==> config.mk <==
export PLATFORM = sky130hd
export DESIGN_NAME = bp_error_collector_flat
export DESIGN_NICKNAME = d
export VERILOG_FILES = /design/src/rtl/bp_error_collector_if.sv /design/src/rtl/bp_error_collector.sv /design/src/flat_wrapper.sv
export SDC_FILE = /design/constraint.sdc
export NUM_CORES = 1
export LEC_CHECK = 0
export ABC_AREA = 1
export CORE_MARGIN = 2
export CORE_UTILIZATION = 41
export DETAILED_ROUTE_END_ITERATION = 10
export PLACE_DENSITY = 0.75
export SYNTH_ARGS = -nofsm -noshare
export SYNTH_HDL_FRONTEND = slang
export SYNTH_SLANG_ARGS = --single-unit
==> constraint.sdc <==
create_clock -name clk -period 3.6 [get_ports clk]
set_clock_uncertainty 0.15 [all_clocks]
set_input_delay 0.72 -clock clk [delete_from_list [all_inputs] [get_ports clk]]
set_output_delay 0.72 -clock clk [all_outputs]
set_load 0.02 [all_outputs]
==> src/rtl/bp_error_collector_if.sv <==
// Bus bundle for the backward-pass error collector: BP strobe, gradient/activation
// inputs, masked error outputs and a debug view of the controller state.
interface bp_error_collector_if #(
    parameter int N    = 6,
    parameter int M    = 3,
    parameter int BITS = 16
);
    // Handshake: BP is a level sampled every edge and only acted on while idle
    // (there is no ready; busy=1 means a BP on this edge is dropped). valid is a
    // single-cycle pulse with no back-pressure: dZ_out is new in that cycle and
    // then holds until the next completed collection.
    logic                             BP;
    logic [M-1:0][N-1:0][BITS-1:0]    grad_in;
    logic [N-1:0][BITS-1:0]           act_in;
    logic [N-1:0][BITS-1:0]           dZ_out;
    logic                             valid;
    logic                             busy;
    logic [1:0]                       dbg_state;

    modport master (
        output BP,
        output grad_in,
        output act_in,
        input  dZ_out,
        input  valid,
        input  busy,
        input  dbg_state
    );

    modport slave (
        input  BP,
        input  grad_in,
        input  act_in,
        output dZ_out,
        output valid,
        output busy,
        output dbg_state
    );
endinterface

==> src/rtl/bp_error_collector.sv <==
// Serially sums M downstream neurons' w*dZ terms per input (saturating Q8.8) and
// applies the ReLU derivative of the previous layer's activations.
module bp_error_collector #(
    parameter int N    = 6,
    parameter int M    = 3,
    parameter int BITS = 16
) (
    input  logic                 clk,
    input  logic                 rst,
    bp_error_collector_if.slave  bus
);

    localparam int KW = (M > 1) ? $clog2(M) : 1;

    typedef enum logic [1:0] {
        S_IDLE = 2'd0,
        S_ACC  = 2'd1,
        S_MASK = 2'd2
    } state_t;

    state_t                    state_q, state_d;
    logic [KW-1:0]             k_q, k_d;
    logic [N-1:0][BITS-1:0]    acc_q, acc_d;
    logic [N-1:0][BITS-1:0]    dz_q, dz_d;
    logic                      valid_q, valid_d;

    // One extra bit of headroom; a sign/carry disagreement means the add wrapped.
    function automatic logic [BITS-1:0] sat_add(input logic [BITS-1:0] a,
                                                input logic [BITS-1:0] b);
        logic [BITS:0] s;
        s = {a[BITS-1], a} + {b[BITS-1], b};
        if (s[BITS] != s[BITS-1]) begin
            sat_add = s[BITS] ? {1'b1, {(BITS-1){1'b0}}} : {1'b0, {(BITS-1){1'b1}}};
        end else begin
            sat_add = s[BITS-1:0];
        end
    endfunction

    function automatic logic act_positive(input logic [BITS-1:0] a);
        act_positive = !a[BITS-1] && (|a);
    endfunction

    always_ff @(posedge clk) begin
        if (rst) begin
            state_q <= S_IDLE;
            k_q     <= '0;
            acc_q   <= '0;
            dz_q    <= '0;
            valid_q <= 1'b0;
        end else begin
            state_q <= state_d;
            k_q     <= k_d;
            acc_q   <= acc_d;
            dz_q    <= dz_d;
            valid_q <= valid_d;
        end
    end

    always_comb begin
        state_d = state_q;
        k_d     = k_q;
        acc_d   = acc_q;
        dz_d    = dz_q;
        valid_d = 1'b0;

        unique case (state_q)
            S_IDLE: begin
                if (bus.BP) begin
                    acc_d   = '0;
                    k_d     = '0;
                    state_d = S_ACC;
                end
            end

            S_ACC: begin
                for (int i = 0; i < N; i++) begin
                    acc_d[i] = sat_add(acc_q[i], bus.grad_in[k_q][i]);
                end
                if (k_q == KW'(M - 1)) begin
                    k_d     = '0;
                    state_d = S_MASK;
                end else begin
                    k_d = k_q + KW'(1);
                end
            end

            S_MASK: begin
                // ReLU derivative is taken as 0 at exactly zero activation.
                for (int i = 0; i < N; i++) begin
                    dz_d[i] = act_positive(bus.act_in[i]) ? acc_q[i] : '0;
                end
                valid_d = 1'b1;
                state_d = S_IDLE;
            end

            default: begin
                state_d = S_IDLE;
            end
        endcase
    end

    assign bus.dZ_out    = dz_q;
    assign bus.valid     = valid_q;
    assign bus.busy      = (state_q != S_IDLE);
    assign bus.dbg_state = state_q;

endmodule

==> src/flat_wrapper.sv <==
// flat-port wrapper written by rule: the top's interface ports become plain ports
module bp_error_collector_flat 
#(
    parameter int N    = 6,
    parameter int M    = 3,
    parameter int BITS = 16
)
  (clk, rst, bus_BP, bus_grad_in, bus_act_in, bus_dZ_out, bus_valid, bus_busy, bus_dbg_state);
  bp_error_collector_if #(.N(N), .M(M), .BITS(BITS)) bus_i ();
  input  logic clk;
  input  logic rst;
  input wire logic [$bits(bus_i.BP)-1:0] bus_BP;
  input wire logic [$bits(bus_i.grad_in)-1:0] bus_grad_in;
  input wire logic [$bits(bus_i.act_in)-1:0] bus_act_in;
  output wire logic [$bits(bus_i.dZ_out)-1:0] bus_dZ_out;
  output wire logic [$bits(bus_i.valid)-1:0] bus_valid;
  output wire logic [$bits(bus_i.busy)-1:0] bus_busy;
  output wire logic [$bits(bus_i.dbg_state)-1:0] bus_dbg_state;
  assign bus_i.BP = bus_BP;
  assign bus_i.grad_in = bus_grad_in;
  assign bus_i.act_in = bus_act_in;
  assign bus_dZ_out = bus_i.dZ_out;
  assign bus_valid = bus_i.valid;
  assign bus_busy = bus_i.busy;
  assign bus_dbg_state = bus_i.dbg_state;
  bp_error_collector #(.N(N), .M(M), .BITS(BITS)) u_core (.clk(clk), .rst(rst), .bus(bus_i));
endmodule
==> results of run 1 <==
per-layer routing:
| layer | routed length [um] | vias to the layer above |
|---|---|---|
| li1 | - | 9553 |
| met1 | 25600 | 8991 |
| met2 | 31000 | 653 |
| met3 | 3150 | 101 |
| met4 | 2080 | 0 |
| met5 | 0 | - |
path summary, 6_finish.rpt:
kind	start	endpoint	slack, ns	depth (start not counted)
worst max-delay path	u_core.k_q[1]	u_core.acc_q[32]	0.1	18
worst min-delay path	rst	u_core.bus.valid	0.31	2
worst max register to register	u_core.k_q[1]	u_core.acc_q[32]	0.1	18
worst min register to register	u_core.acc_q[27]	u_core.bus.dZ_out[27]	0.34	2
through the flow:
stage          power [W]  cell area (sq um)
4_1_cts           0.0110              23400
2_1_floorplan    0.00588              14900
5_1_grt           0.0123              24300
6_report          0.0115              24300
3_3_place_gp     0.00859              22400
3_5_place_dp     0.00869              22400
power groups by stage:
stage | Combinational, W | Sequential [W] | Clock [W]
6_report | 0.00659 | 0.00271 | 0.00216
5_1_grt | 0.00725 | 0.00274 | 0.00227
4_1_cts | 0.00610 | 0.00267 | 0.00218
3_5_place_dp | 0.00598 | 0.00272 | 0
3_3_place_gp | 0.00588 | 0.00271 | 0
2_1_floorplan | 0.00325 | 0.00263 | 0
logic make-up (layout without fill, tap and decap cells):
| group | count (synthesis) | after routing | synth area share [%] |
|---|---|---|---|
| AND/OR/NAND/NOR | 1300 | 1300 | 37.9 |
| AO/OA/AOI/OAI | 484 | 484 | 17.5 |
| buffers and inverters | 274 | 1014 | 7.25 |
| flip-flops | 197 | 197 | 26.4 |
| adder cells (fa/ha/maj) | 112 | 112 | 9.70 |
| XOR/XNOR | 22 | 22 | 1.29 |
flip-flops by register name, summed over array words and instances (netlist names):
register and flops:
u_core.bus.dZ_out 96, u_core.bus.valid 1, u_core.k_q 2, u_core.acc_q 96
u_core.bus.dbg_state 2
layout by cell type, fill, tap and decap left out, drive strengths merged, types with 93 or more instances in the layout:
master	synthesis	layout
nor2	93	93
ha	106	106
nand2	710	710
inv	153	161
nand3	416	416
buf	21	336
o21ai	163	163
dfxtp	197	197
a21oi	291	291
clkdlybuf4s50	0	485
critical path, delay by kind of cell (launching register included):
kind                       cells  cell delay (ns)
and+or+nand+nor                6             0.74
buffers and inverters          5             0.65
AOI/OAI and AO/OA              4             0.65
adders and majority gates      2             0.47
DFF                            1             0.40
xor gates and xnor gates       1             0.29
layout make-up:
type / instances / share of cell area [%]
clock buffer: 17 / 1.75
tap: 461 / 2.38
sequential: 197 / 16.3
multi-input combinational: 1918 / 44.5
inverter: 158 / 2.47
timing repair buffer: 824 / 31.7
clock inverter: 15 / 0.959
what timing repair did:
| action | 4_1_cts | 5_1_grt |
|---|---|---|
| gates resized for setup | 22 | 139 |
| pin swaps | 4 | 41 |
| setup buffers | 6 | 15 |
| gates cloned | 3 | 2 |
| endpoints found under the setup margin | 75 | 91 |
==> results.cfg, run 1 <==
[route]
final_antenna_net_count = 0
drtIter0Drc = 1285
wl_per_cell_um = 17.2
viasPerCell = 5.38
num_vias = 19298
route.detailed.drc = 0
totalWireLength_um = 61800
drt_first_pass_iters = 6

[timing]
rsz0062_at_grt = true
fin_crit_sh_pct = 97.3
relSlewSlack_pct = 35.9
finalSetupViolCount = 0
fin_crit_ns = 3.50
worst_pin_slew_ns = 0.962
fin_ws_ns = 0.0978
hold_ws_ns = 0.313
fmax_mhz = 286
hold_violations = 0
slew_viol_final = 0
fin_tns_setup_ns = 0

[placed_design]
dp.cells = 3533
hpwl_um = 46000
portBuffers = 486
gp_congestion = 0.962
pre_cts_ws_ns = -0.438

[global_routing]
use_met3_pct = 3.85
use_met2_pct = 55.8
top_usage_layer = met2
antenna_found_initial = 0
grt_pass1_vias = 18517
grt_max_degree = 193
met1_usage_pct = 37.0
track_usage_pct = 30.6
grt_pass1_wl_um = 94300
overflow = 0

[cells_and_area]
drive_gt1_share_pct = 18.4
instances_no_fill = 3590
n_fill_cell = 3120
multi_input_area_sq_um = 10800
nets = 3615
antenna_cells = 0
regArea_sq_um = 3950
syn2layout_area_growth_pct = 62.7
fin_util_pct = 67.9

[min_path]
min_path_type = primary input to flip-flop

[setup_path]
path_cells = inv_8 > nor2_4 > buf_6 > buf_12 > buf_4 > nand2_1 > nand3_2 > ha_4 > a21o_1 > a21oi_2 > nand3_2 > a41oi_2 > xor2_1 > ha_4 > buf_4 > or2_2 > nand3_1 > a21oi_1
worst_ep_arrival_time_ns = 3.67
end_kind = flip-flop
crit_path_max_fanout = 5
crit_type = flip-flop to flip-flop
crit_slowest_cell = dfxtp_4
startpoint_type = flip-flop
required_ns = 3.77
critPathMaxStageDelay_ns = 0.40

[pwr]
peakVddDrop_v = 0.000357
power.leakage_nw = 10.6
clkPwrFrac_pct = 18.8
seq_power_share_pct = 23.7
comb_power_share_pct = 57.5
p_sw_share_pct = 40.5
p_switching_w = 0.00464
internal_power_w = 0.00682
p_per_area_nw_per_um2 = 472

[synthesis]
synth_area_leaders = dfxtp_1 (26%), nand2_1 (17%), nand3_1 (14%)
syn_area_sq_um = 14900
synth_common_cells = nand2_1 (695), nand3_1 (413), a21oi_1 (275)
seq_area_frac_synth_pct = 26.4
synth_cells = 2389
synth.distinct_cells = 37
synth_edf_count = 0
synth_warnings = 0
yosysMostFrequentCell = nand2_1
ys.flop_type = dfxtp_1
syn_nets = 2888
ys_ff_latch = 197
avgSynthCellArea_sq_um = 6.24
async_reset_ff_share_pct = 0
synth_top_cell_area_share_pct = 26.4
yosys.area.top_type = dfxtp_1

[run_status]
status = finished clean

[cts]
clk_path_buf_depth = 2
cts_buffers = 17
tritoncts = built
worstSkewPairLatency_ns = 0.46
cts_hold_buf = 0
cts-root-buf = clkbuf_16
cts.sinks = 197
path_clk_slew_ns = 0.08
htree_levels = 4

[floorplanning]
die_y_um = 195
floorplan.initialDensity_pct = 41.7
fp.dieArea_sq_um = 37900
ios = 487
row_count = 69
die_w_um = 195
core_area_sq_um = 35700

[flow_run]
drv_cap = 0
No activity file was read; power rests on OpenSTA's default activity.
==> run 2: changes to the inputs <==
--- a/config.mk
+++ b/config.mk
@@ -9,7 +9,7 @@
 export CORE_MARGIN = 2
 export CORE_UTILIZATION = 41
 export DETAILED_ROUTE_END_ITERATION = 10
-export PLACE_DENSITY = 0.75
+export PLACE_DENSITY = 0.73
 export SYNTH_ARGS = -nofsm -noshare
 export SYNTH_HDL_FRONTEND = slang
 export SYNTH_SLANG_ARGS = --single-unit
==> constraint.sdc (replaced) <==
create_clock -name clk -period 3.92 [get_ports clk]
set_clock_uncertainty 0.15 [all_clocks]
set_input_delay 0.784 -clock clk [delete_from_list [all_inputs] [get_ports clk]]
set_output_delay 0.784 -clock clk [all_outputs]
set_load 0.02 [all_outputs]
==> run 2 against run 1 <==
  * Via count is 4.0% lower
  * Largest power group unchanged
  * Wire length is 4.4% lower
  * Worst setup slack better by 0.093 ns
  * Sequential share of layout area is 1.3 points higher
  * Sequential power is 9.2% lower
  * Final area is 7.4% lower
  * Largest cell class unchanged
  * Highest routed layer unchanged
  * Non-clock buffer count is 131 lower
  * Die area stayed put
==> results.cfg, run 2 (same netlist as run 1, synthesis figures left out) <==
[run_status]
status = finished clean

[cells_and_area]
layout_commonest_cell = nand2_1
stdcell_area_sq_um = 22500
antenna_cells = 0
syn2layout_area_growth_pct = 50.7
nets = 3484
instances_no_fill = 3459
drive_gt1_share_pct = 10.9
layout_common_cells = nand2_1 (693), clkdlybuf4s50_1 (485), nand3_1 (412), a21oi_1 (272), dfxtp_1 (195)

[setup_path]
r2r-end = u_core.acc_q[32]
crit_family = buffers and inverters
worst_ep_arrival_time_ns = 3.91
cp.buffers_inverters = 6
required_ns = 4.10
end_kind = flip-flop
crit_type = flip-flop to flip-flop
crit_slowest_cell = dfxtp_2
rr_worst_depth = 19
critPathMaxStageDelay_ns = 0.36
startpoint_type = flip-flop
path_cells = inv_4 > nor2_4 > buf_4 > buf_12 > buf_4 > nand2_1 > nand3_1 > ha_1 > inv_1 > o21bai_1 > a21oi_1 > nand3_1 > a41oi_1 > xor2_1 > ha_1 > buf_4 > or2_2 > nand3_1 > a21oi_1
reg2reg_slack_ns = 0.19
crit_path_max_fanout = 7
regToRegStartpoint = u_core.k_q[1]

[placed_design]
hpwl_um = 44300
dp.cells = 3414
portBuffers = 486
pre_cts_ws_ns = -0.220
placed_area_sq_um = 21600
gp_congestion = 0.945

[timing]
hold_violations = 0
finalSetupViolCount = 0
fin_ws_ns = 0.191
worst_pin_slew_ns = 0.919
relSlewSlack_pct = 38.7
fmax_mhz = 268
fin_crit_sh_pct = 95.1
fin_crit_ns = 3.73
slew_viol_final = 0

[flow_run]
drv_cap = 0

[route]
route.detailed.drc = 0
wl_per_cell_um = 17.1
drt_first_pass_iters = 7
final_antenna_net_count = 0
num_vias = 18527
viasPerCell = 5.36
drtIter0Drc = 1370
totalWireLength_um = 59100

[global_routing]
grt_pass1_wl_um = 91400
grt_max_degree = 121
antenna_found_initial = 0
grt_pass1_vias = 17902
overflow = 0
track_usage_pct = 29.5

[cts]
cts.sinks = 197
tritoncts = built
cts-root-buf = clkbuf_16
worstSkewPairLatency_ns = 0.47
clk_path_buf_depth = 2
htree_levels = 4
cts_buffers = 17
path_clk_slew_ns = 0.08

[floorplanning]
core_area_sq_um = 35700
row_count = 69
ios = 487
floorplan.initialDensity_pct = 41.7
fp.dieArea_sq_um = 37900
die_w_um = 195
die_y_um = 195

[pwr]
power.leakage_nw = 9.82
fin_total_pwr_w = 0.00964
p_per_area_nw_per_um2 = 429
peakVddDrop_v = 0.000301

[min_path]
min_path_type = flip-flop to flip-flop
min_from = u_core.acc_q[86]
hold_depth = 2
holdPathEnd = u_core.bus.dZ_out[86]
[run 2: through the flow]
stage / hold WS, ns / util (%) / TNS, ns
4_1_cts: 0.335 / 62.0 / 0
5_1_grt: 0.352 / 62.9 / -0.0267
3_5_place_dp: 0.325 / 60.3 / -5.80
2_1_floorplan: 0.306 / - / 0
6_report: 0.334 / 62.9 / 0
3_3_place_gp: 0.321 / 60.3 / -2.88
[run 2: area by class of cell]
class / instances / area [sq um]
clock buffer: 17 / 425
clock inverter: 15 / 165
fill: 3297 / 13300
inverter: 158 / 596
multi-input combinational: 1918 / 10100
sequential: 197 / 3950
tap: 461 / 577
timing repair buffer: 693 / 6700
[run 2: worst max-delay path by stage]
stage / to / slack, ns / cells after the start / from
2_1_floorplan: u_core.acc_q[75] / 0.36 / 18 / u_core.k_q[0]
3_3_place_gp: u_core.acc_q[48] / -0.18 / 17 / bus_grad_in[240]
3_5_place_dp: u_core.acc_q[16] / -0.22 / 17 / bus_grad_in[112]
4_1_cts: u_core.acc_q[77] / 0.005 / 19 / u_core.k_q[1]
5_1_grt: u_core.acc_q[16] / -0.01 / 19 / u_core.k_q[1]
6_report: u_core.acc_q[32] / 0.19 / 19 / u_core.k_q[1]
[run 2: power by group]
part / internal (W) / switching [W]
sequential: 0.00222 / 0.000240
clock: 0.000906 / 0.000925
combinational: 0.00252 / 0.00283
total: 0.00565 / 0.00400
[run 2: routing by layer]
metal / vias up / part of all wire, % / track usage [%]
met4: 0 / 2.4 / 8.11
met3: 87 / 5.3 / 3.26
met1: 8543 / 42 / 35.7
li1: 9304 / - / -
met5: - / 0 / 0
met2: 593 / 50 / 54.9
[run 2: worst min-delay path, stage by stage, from the launching register on]
cell and delay [ns]:
dfxtp_1 0.33, nand2_1 0.06, a21oi_1 0.05
[run 2: what timing repair did]
| action | 4_1_cts | 5_1_grt |
|---|---|---|
| resized for setup | 0 | 25 |
| hold buffers | 0 | 0 |
| buffers inserted | 0 | 9 |
| setup endpoints to repair | 0 | 62 |
==> run 3: changes to the inputs <==
--- a/config.mk
+++ b/config.mk
@@ -8,6 +8,7 @@
 export ABC_AREA = 1
 export CORE_MARGIN = 2
 export CORE_UTILIZATION = 41
+export CTS_CLUSTER_DIAMETER = 50
 export DETAILED_ROUTE_END_ITERATION = 10
 export PLACE_DENSITY = 0.73
 export SYNTH_ARGS = -nofsm -noshare
==> results of run 3 <==
No change in the layout: final DEF, timing and power equal those of run 2.
